===== config.mk =====
export PLATFORM = sky130hd
export DESIGN_NAME = riego_scheduler
export DESIGN_NICKNAME = d
export VERILOG_FILES = /design/src/rtl/riego_scheduler.sv
export SDC_FILE = /design/constraint.sdc
export NUM_CORES = 1
export LEC_CHECK = 0
export ABC_AREA = 1
export CELL_PAD_IN_SITES_DETAIL_PLACEMENT = 0
export CELL_PAD_IN_SITES_GLOBAL_PLACEMENT = 1
export CORE_ASPECT_RATIO = 1.4
export CORE_MARGIN = 4
export CORE_UTILIZATION = 37
export DETAILED_ROUTE_END_ITERATION = 10
export PLACE_DENSITY_LB_ADDON = 0.25
export SYNTH_ARGS = -nofsm -noshare
export SYNTH_HDL_FRONTEND = slang
export SYNTH_SLANG_ARGS = --single-unit

===== constraint.sdc =====
create_clock -name clk -period 1.8 [get_ports clk]
set_input_delay 0.18 -clock clk [delete_from_list [all_inputs] [get_ports clk]]
set_output_delay 0.18 -clock clk [all_outputs]
set_load 0.01 [all_outputs]

===== src/rtl/riego_scheduler.sv =====
// Round-robin time-slot scheduler sharing one pump among four irrigation valves.
// One valve is granted at a time for SLOT_CYCLES, with GAP_CYCLES of settle between grants.
module riego_scheduler #(
  parameter int SLOT_CYCLES = 16,
  parameter int GAP_CYCLES  = 4
) (
  input  logic       clk,
  input  logic       reset,
  input  logic [3:0] req,
  input  logic       level_ok,
  input  logic       err_in,
  output logic [3:0] grant,
  output logic [1:0] G1,
  output logic [1:0] G2,
  output logic       busy,
  output logic       fault,
  output logic [7:0] slots_done,
  output logic [1:0] dbg_state
);

  localparam int MAXC = (SLOT_CYCLES > GAP_CYCLES) ? SLOT_CYCLES : GAP_CYCLES;
  localparam int TW   = $clog2(MAXC + 1);
  localparam logic [TW-1:0] SLOT_LOAD = TW'(SLOT_CYCLES - 1);
  localparam logic [TW-1:0] GAP_LOAD  = TW'(GAP_CYCLES - 1);

  typedef enum logic [1:0] {
    S_IDLE  = 2'd0,
    S_GRANT = 2'd1,
    S_GAP   = 2'd2,
    S_FAULT = 2'd3
  } state_t;

  state_t        state, state_n;
  logic [TW-1:0] timer, timer_n;
  logic [1:0]    ptr, ptr_n;
  logic [1:0]    win, win_n;
  logic [3:0]    grant_n;
  logic [7:0]    done_n;
  logic [1:0]    pick, idx;
  logic          interlock, any_req;

  // req is a level request: a valve keeps watering only while its bit stays high.
  assign interlock = !level_ok || err_in;
  assign any_req   = |req;

  // Lowest offset from ptr wins, so the loop runs from the far end down.
  always_comb begin
    pick = ptr;
    idx  = ptr;
    for (int k = 3; k >= 0; k--) begin
      idx = ptr + 2'(k);
      if (req[idx]) pick = idx;
    end
  end

  always_comb begin
    state_n = state;
    timer_n = timer;
    ptr_n   = ptr;
    win_n   = win;
    grant_n = grant;
    done_n  = slots_done;
    if (timer != '0) timer_n = timer - 1'b1;
    case (state)
      S_IDLE: begin
        if (interlock) begin
          state_n = S_FAULT;
          timer_n = '0;
        end else if (any_req) begin
          state_n = S_GRANT;
          timer_n = SLOT_LOAD;
          win_n   = pick;
          grant_n = 4'(1) << pick;
        end
      end
      S_GRANT: begin
        if (interlock) begin
          state_n = S_FAULT;
          timer_n = '0;
          grant_n = '0;
        end else if (!req[win]) begin
          state_n = S_GAP;
          timer_n = GAP_LOAD;
          grant_n = '0;
          ptr_n   = win + 2'd1;
        end else if (timer == '0) begin
          state_n = S_GAP;
          timer_n = GAP_LOAD;
          grant_n = '0;
          ptr_n   = win + 2'd1;
          if (slots_done != 8'hFF) done_n = slots_done + 8'd1;
        end
      end
      S_GAP: begin
        if (interlock) begin
          state_n = S_FAULT;
          timer_n = '0;
        end else if (timer == '0) begin
          if (any_req) begin
            state_n = S_GRANT;
            timer_n = SLOT_LOAD;
            win_n   = pick;
            grant_n = 4'(1) << pick;
          end else begin
            state_n = S_IDLE;
            timer_n = '0;
          end
        end
      end
      S_FAULT: begin
        // Leaving a fault always passes through a full settle gap.
        if (!interlock) begin
          state_n = S_GAP;
          timer_n = GAP_LOAD;
        end
      end
      default: begin
        state_n = S_IDLE;
        timer_n = '0;
        grant_n = '0;
      end
    endcase
  end

  always_ff @(posedge clk or negedge reset) begin
    if (!reset) begin
      state      <= S_IDLE;
      timer      <= '0;
      ptr        <= '0;
      win        <= '0;
      grant      <= '0;
      slots_done <= '0;
    end else begin
      state      <= state_n;
      timer      <= timer_n;
      ptr        <= ptr_n;
      win        <= win_n;
      grant      <= grant_n;
      slots_done <= done_n;
    end
  end

  assign G1        = grant[1:0];
  assign G2        = grant[3:2];
  assign busy      = (state == S_GRANT);
  assign fault     = (state == S_FAULT);
  assign dbg_state = state;

endmodule


==> flow_metrics.env, run 1 <==
export IMPL_wl_per_cell_um=12.30
export IMPL_setup_violations=0
export IMPL_clockBufferDepth=2
export IMPL_seqPwrFrac=0.316
export IMPL_ys_warn_count=0
export IMPL_period_needed_ns=1.666
export IMPL_ant_nets=0
export IMPL_status="finished, final reports clean"
export IMPL_start_util=0.3943
export IMPL_areaGrowthSynthToFinish_pct=24.39
export IMPL_async_flop_share=1.000
export IMPL_drt_pass1_iterations=4
export IMPL_synth_ff_type="dfrtp_1"
export IMPL_synth_cell_area_mm2=0.001585
export IMPL_dp_hpwl_um=2927
export IMPL_rsz0062_at_grt="no"
export IMPL_yosys_register_bits=23
export IMPL_yosys_top_cells_area="dfrtp_1 36%, nand2_1 16%, inv_1 6.9%"
export IMPL_drive_above_1_share=0.1181
export IMPL_crit_arrival_ns=1.49
export IMPL_slew_headroom=0.7646
export IMPL_tightest_slew_ns=0.3532
export IMPL_gp_congestion=0.7785
export IMPL_drt_iter0_markers=56
export IMPL_power_density_mw_per_mm2=1320
export IMPL_drc=0
export IMPL_final_util=0.4905
export IMPL_num_nets_final=266
export IMPL_peakVddDrop_mv=0.7169
export IMPL_syn_avg_cell_area_um2=7.173
export IMPL_clk_transition_reported_paths_ns=0.08
export IMPL_switchingPower_uw=1174
export IMPL_setup_tns_ns=0
export IMPL_worst_setup_path_start_kind="register"
export IMPL_finalCritPeriodShare=0.9257
export IMPL_postCtsSetupBuffers=0
export IMPL_dieArea_mm2=0.005411
export IMPL_cts_sinks=23
export IMPL_clk_latency_ns=0.26
export IMPL_netlist_instances=221
export IMPL_grt_use_total=0.1455
export IMPL_die_y_um=85.45
export IMPL_yosysMostFrequentCell="nand2_1"
export IMPL_grt_max_degree=24
export IMPL_synthesis_nets=232
export IMPL_synth_top_area_share=0.3631
export IMPL_yosysUniqueCellTypes=31
export IMPL_hold_violations=0
export IMPL_p_comb_frac=0.560
export IMPL_whs_ns=0.2666
export IMPL_port_buffer_count=27
export IMPL_cp_required_ns=1.62
export IMPL_p_int_uw=1429
export IMPL_antenna_found_initial=0
export IMPL_io_pins=28
export IMPL_synth_top_area_cell="dfrtp_1"
export IMPL_antenna_cells=0
export IMPL_grt_pass1_wl_um=6348
export IMPL_maxCapViolCount=0
export IMPL_synth_common_cells="68 x nand2_1, 29 x inv_1, 23 x dfrtp_1"
export IMPL_ys_seq_area_frac=0.3631
export IMPL_numCtsBuffers=3
export IMPL_vias=1510
export IMPL_vias_per_cell=5.084
export IMPL_synth_edff_count=0
export IMPL_skew_ns=0.003314
export IMPL_netSwitchingFraction=0.4510
export IMPL_cp_max_fo=6
export IMPL_grt_overflow=0
export IMPL_cts_tree="built"
export IMPL_die_w_um=63.32
export IMPL_design_core_area_mm2=0.004020
export IMPL_p_leak_uw=0.001064
export IMPL_hp_class="in2async"
export IMPL_first_global_vias=1484
export IMPL_cp_end_kind="output port"
export IMPL_crit_type="reg2out"
export IMPL_slew_viol_final=0
export IMPL_root_buffer="clkbuf_8"
export IMPL_hold_buffers=0
export IMPL_drt_wl_total_um=3654
export IMPL_rows=27
export IMPL_fmax_mhz=600.1
export IMPL_htreeDepth=1
export IMPL_cts_resized=0
export IMPL_pwr_share_clk=0.125
-- metal layers --
layer	global-route usage	share of wire	up-vias
li1	-	-	769
met1	0.1718	0.43	702
met2	0.2624	0.52	33
met3	0.01722	0.028	6
met4	0.06090	0.020	0
met5	0	0	-
-- registers in the layout (all words and copies together) (netlist names) --
register,count
dbg_state,2
timer,5
slots_done,8
ptr,2
grant,4
win,2
-- logic make-up after synthesis --
| group | after synthesis | share of synthesized area |
|---|---|---|
| XOR/XNOR | 7 | 0.03867 |
| AO/OA/AOI/OAI | 30 | 0.1010 |
| adder cells (fa/ha/maj) | 3 | 0.02368 |
| AND/OR/NAND/NOR | 119 | 0.3694 |
| buffers and inverters | 39 | 0.1042 |
| flip-flops | 23 | 0.3631 |
-- metrics by stage --
step | total power [uW] | worst slack [ns] | cell area [um^2] | std cells
finish | 2602 | 0.1337 | 1972 | 297
CTS | 2635 | 0.05510 | 1971 | 297
floorplan | 1835 | 0.2561 | 1585 | 221
global placement | 2300 | 0.05771 | 1924 | 293
global route | 2858 | 0.02288 | 1972 | 297
detailed placement | 2294 | 0.02523 | 1924 | 293
-- power groups by stage --
stage          registers, uW  clock network (uW)  logic (uW)
6_report                 822                 324        1460
5_1_grt                  848                 371        1640
4_1_cts                  822                 344        1470
3_5_place_dp             830                   0        1460
3_3_place_gp             833                   0        1470
2_1_floorplan            803                   0        1030
-- critical path: stages (launching register included) --
cell	delay, ns
dfrtp_2	0.44
nand2_1	0.12
inv_1	0.12
clkdlybuf4s50_1	0.54
-- cell type report --
type / count / area, um^2
Tap cell: 43 / 53.80
Timing Repair Buffer: 34 / 322.8
Clock buffer: 3 / 41.29
Sequential cell: 23 / 576.8
Fill cell: 404 / 2048
Multi-Input combinational cell: 159 / 844.6
Inverter: 34 / 127.6
Clock inverter: 1 / 5.005
-- placed cells by master, fill, tap and decap left out, drive strengths merged --
master / count
a21oi: 6
ha: 3
nand3: 15
nor3b: 1
dfrtp: 23
nand3b: 2
and2: 1
xor2: 5
xnor2: 2
buf: 7
o211ai: 1
clkbuf: 3
nor4: 1
nor3: 1
nor2: 16
nand4: 8
clkdlybuf4s50: 27
o22ai: 1
a21o: 1
or2: 1
clkinv: 1
o21ai: 21
and3: 2
nand2: 71
inv: 34
-- worst paths after layout --
path / from / end / slack, ns / depth (start not counted)
worst max-delay path: dbg_state[1]$_DFFE_PN0P_ / fault / 0.13 / 3
worst min-delay path: reset / timer[4]$_DFF_PN0_ / 0.27 / 2
worst max register to register: timer[0]$_DFF_PN0_ / slots_done[5]$_DFFE_PN0P_ / 0.18 / 9
worst min register to register: slots_done[6]$_DFFE_PN0P_ / slots_done[6]$_DFFE_PN0P_ / 0.50 / 1
max in group asynchronous: reset / dbg_state[1]$_DFFE_PN0P_ / 1.28 / 2
min in group clk: slots_done[6]$_DFFE_PN0P_ / slots_done[6]$_DFFE_PN0P_ / 0.50 / 1
Note: power is estimated with default switching activity, not from simulation.
==> run 2: changes to the inputs <==
CTS_CLUSTER_DIAMETER = 80   (was not set)
clock period = 1.85 ns   (was 1.8 ns; I/O delays follow)
==> flow_metrics.env, run 2 (synthesis gave the netlist of run 1 again) <==
export IMPL_drive_above_1_share=0.1071
export IMPL_final_common_cell="nand2_1"
export IMPL_fillers=418
export IMPL_fmax_mhz=570.2
export IMPL_hold_buffers=0
export IMPL_crit_type="reg2out"
export IMPL_cts_tree="built"
export IMPL_numCtsBuffers=3
export IMPL_areaGrowthSynthToFinish_pct=23.36
export IMPL_period_needed_ns=1.754
export IMPL_antenna_cells=0
export IMPL_port_buffer_count=27
export IMPL_whs_ns=0.2608
export IMPL_postCtsSetupBuffers=0
export IMPL_grt_max_degree=24
export IMPL_cp_buffers_inverters=2
export IMPL_setup_tns_ns=0
export IMPL_clk_transition_reported_paths_ns=0.09
export IMPL_hp_class="in2async"
export IMPL_drt_wl_total_um=3743
export IMPL_status="finished, final reports clean"
export IMPL_finalCritPeriodShare=0.9480
export IMPL_crit_family="buffers and inverters"
export IMPL_crit_slowest_cell="clkdlybuf4s50_1"
export IMPL_maxCapViolCount=0
export IMPL_clockBufferDepth=2
export IMPL_cp_end_kind="output port"
export IMPL_cp_max_fo=6
export IMPL_slew_viol_final=0
export IMPL_clk_latency_ns=0.27
export IMPL_htreeDepth=1
export IMPL_finalNonFillerCells=295
export IMPL_final_cell_mix="68 x nand2_1, 29 x inv_1, 27 x clkdlybuf4s50_1"
export IMPL_cp_cell_sequence="nand2_1 -> inv_1 -> clkdlybuf4s50_1"
export IMPL_die_y_um=85.45
export IMPL_die_w_um=63.32
export IMPL_grt_pass1_wl_um=6541
export IMPL_slew_headroom=0.7777
export IMPL_hold_violations=0
export IMPL_dieArea_mm2=0.005411
export IMPL_dp_cells=291
export IMPL_drt_pass1_iterations=4
export IMPL_root_buffer="clkbuf_8"
export IMPL_skew_ns=0.007147
export IMPL_peakVddDrop_mv=0.6681
export IMPL_drt_iter0_markers=84
export IMPL_rsz0062_at_grt="no"
export IMPL_first_global_vias=1516
export IMPL_cts_resized=0
export IMPL_rows=27
export IMPL_tightest_slew_ns=0.3335
export IMPL_power_density_mw_per_mm2=1298
export IMPL_setup_ws_ns=0.09612
export IMPL_wl_per_cell_um=12.69
export IMPL_dp_hpwl_um=2981
export IMPL_crit_arrival_ns=1.57
export IMPL_pre_cts_slack_ns=0.06191
export IMPL_ant_nets=0
export IMPL_p_leak_uw=0.001055
export IMPL_design_core_area_mm2=0.004020
export IMPL_regMostFlops="slots_done"
export IMPL_io_pins=28
export IMPL_grt_use_total=0.1504
export IMPL_largest_reg_flops=8
export IMPL_vias=1502
export IMPL_start_util=0.3943
export IMPL_drc=0
export IMPL_cp_required_ns=1.66
export IMPL_antenna_found_initial=0
export IMPL_final_cell_area_mm2=0.001956
export IMPL_num_nets_final=264
export IMPL_cts_sinks=23
export IMPL_vias_per_cell=5.092
export IMPL_largest_registers="slots_done: 8 flops, timer: 5 flops, grant: 4 flops"
export IMPL_grt_overflow=0
export IMPL_worst_setup_path_start_kind="register"
export IMPL_setup_violations=0
export IMPL_crit_path_max_incr_delay_ns=0.54
export IMPL_gp_congestion=0.7756
export IMPL_placed_cell_area_mm2=0.001909
-- run 2: changes by cell type in the layout (fill, tap and decap cells not counted) --
cell and delta:
buf_4 -2, dfrtp_1 +1, dfrtp_2 -1
-- run 2: path summary, 6_finish.rpt --
path | slack [ns] | start | cells past startpoint | to
worst max-delay path | 0.1 | dbg_state[1]$_DFFE_PN0P_ | 3 | fault
worst min-delay path | 0.26 | reset | 2 | timer[2]$_DFF_PN0_
worst max register to register | 0.19 | timer[0]$_DFF_PN0_ | 9 | slots_done[5]$_DFFE_PN0P_
worst min register to register | 0.50 | slots_done[6]$_DFFE_PN0P_ | 1 | slots_done[6]$_DFFE_PN0P_
max in group asynchronous | 1.34 | reset | 2 | grant[0]$_DFFE_PN0P_
min in group clk | 0.50 | slots_done[6]$_DFFE_PN0P_ | 1 | slots_done[6]$_DFFE_PN0P_
-- run 2: report_power, final --
group	total (uW)	internal (uW)	switching [uW]
Clock	318	150	168
Sequential	798	643	155
Combinational	1420	595	827
-- run 2: routing by layer --
layer  track usage  wire length [um]
met5             0                 0
met4       0.07073                97
met3       0.01722                79
met2        0.2795              1926
met1        0.1676              1639
-- run 2: layout make-up --
type	count	area, um^2	share of cell area
Inverter	34	127.6	0.06526
Timing Repair Buffer	32	307.8	0.1574
Multi-Input combinational cell	159	844.6	0.4319
Tap cell	43	53.80	0.02751
Sequential cell	23	575.6	0.2943
Clock buffer	3	41.29	0.02111
Clock inverter	1	5.005	0.002559
-- run 2: per-stage QoR --
stage | utilization | power, uW
4_1_cts | 0.4865 | 2573
3_3_place_gp | 0.4749 | 2232
6_report | 0.4865 | 2538
5_1_grt | 0.4865 | 2805
2_1_floorplan | - | 1786
3_5_place_dp | 0.4749 | 2243
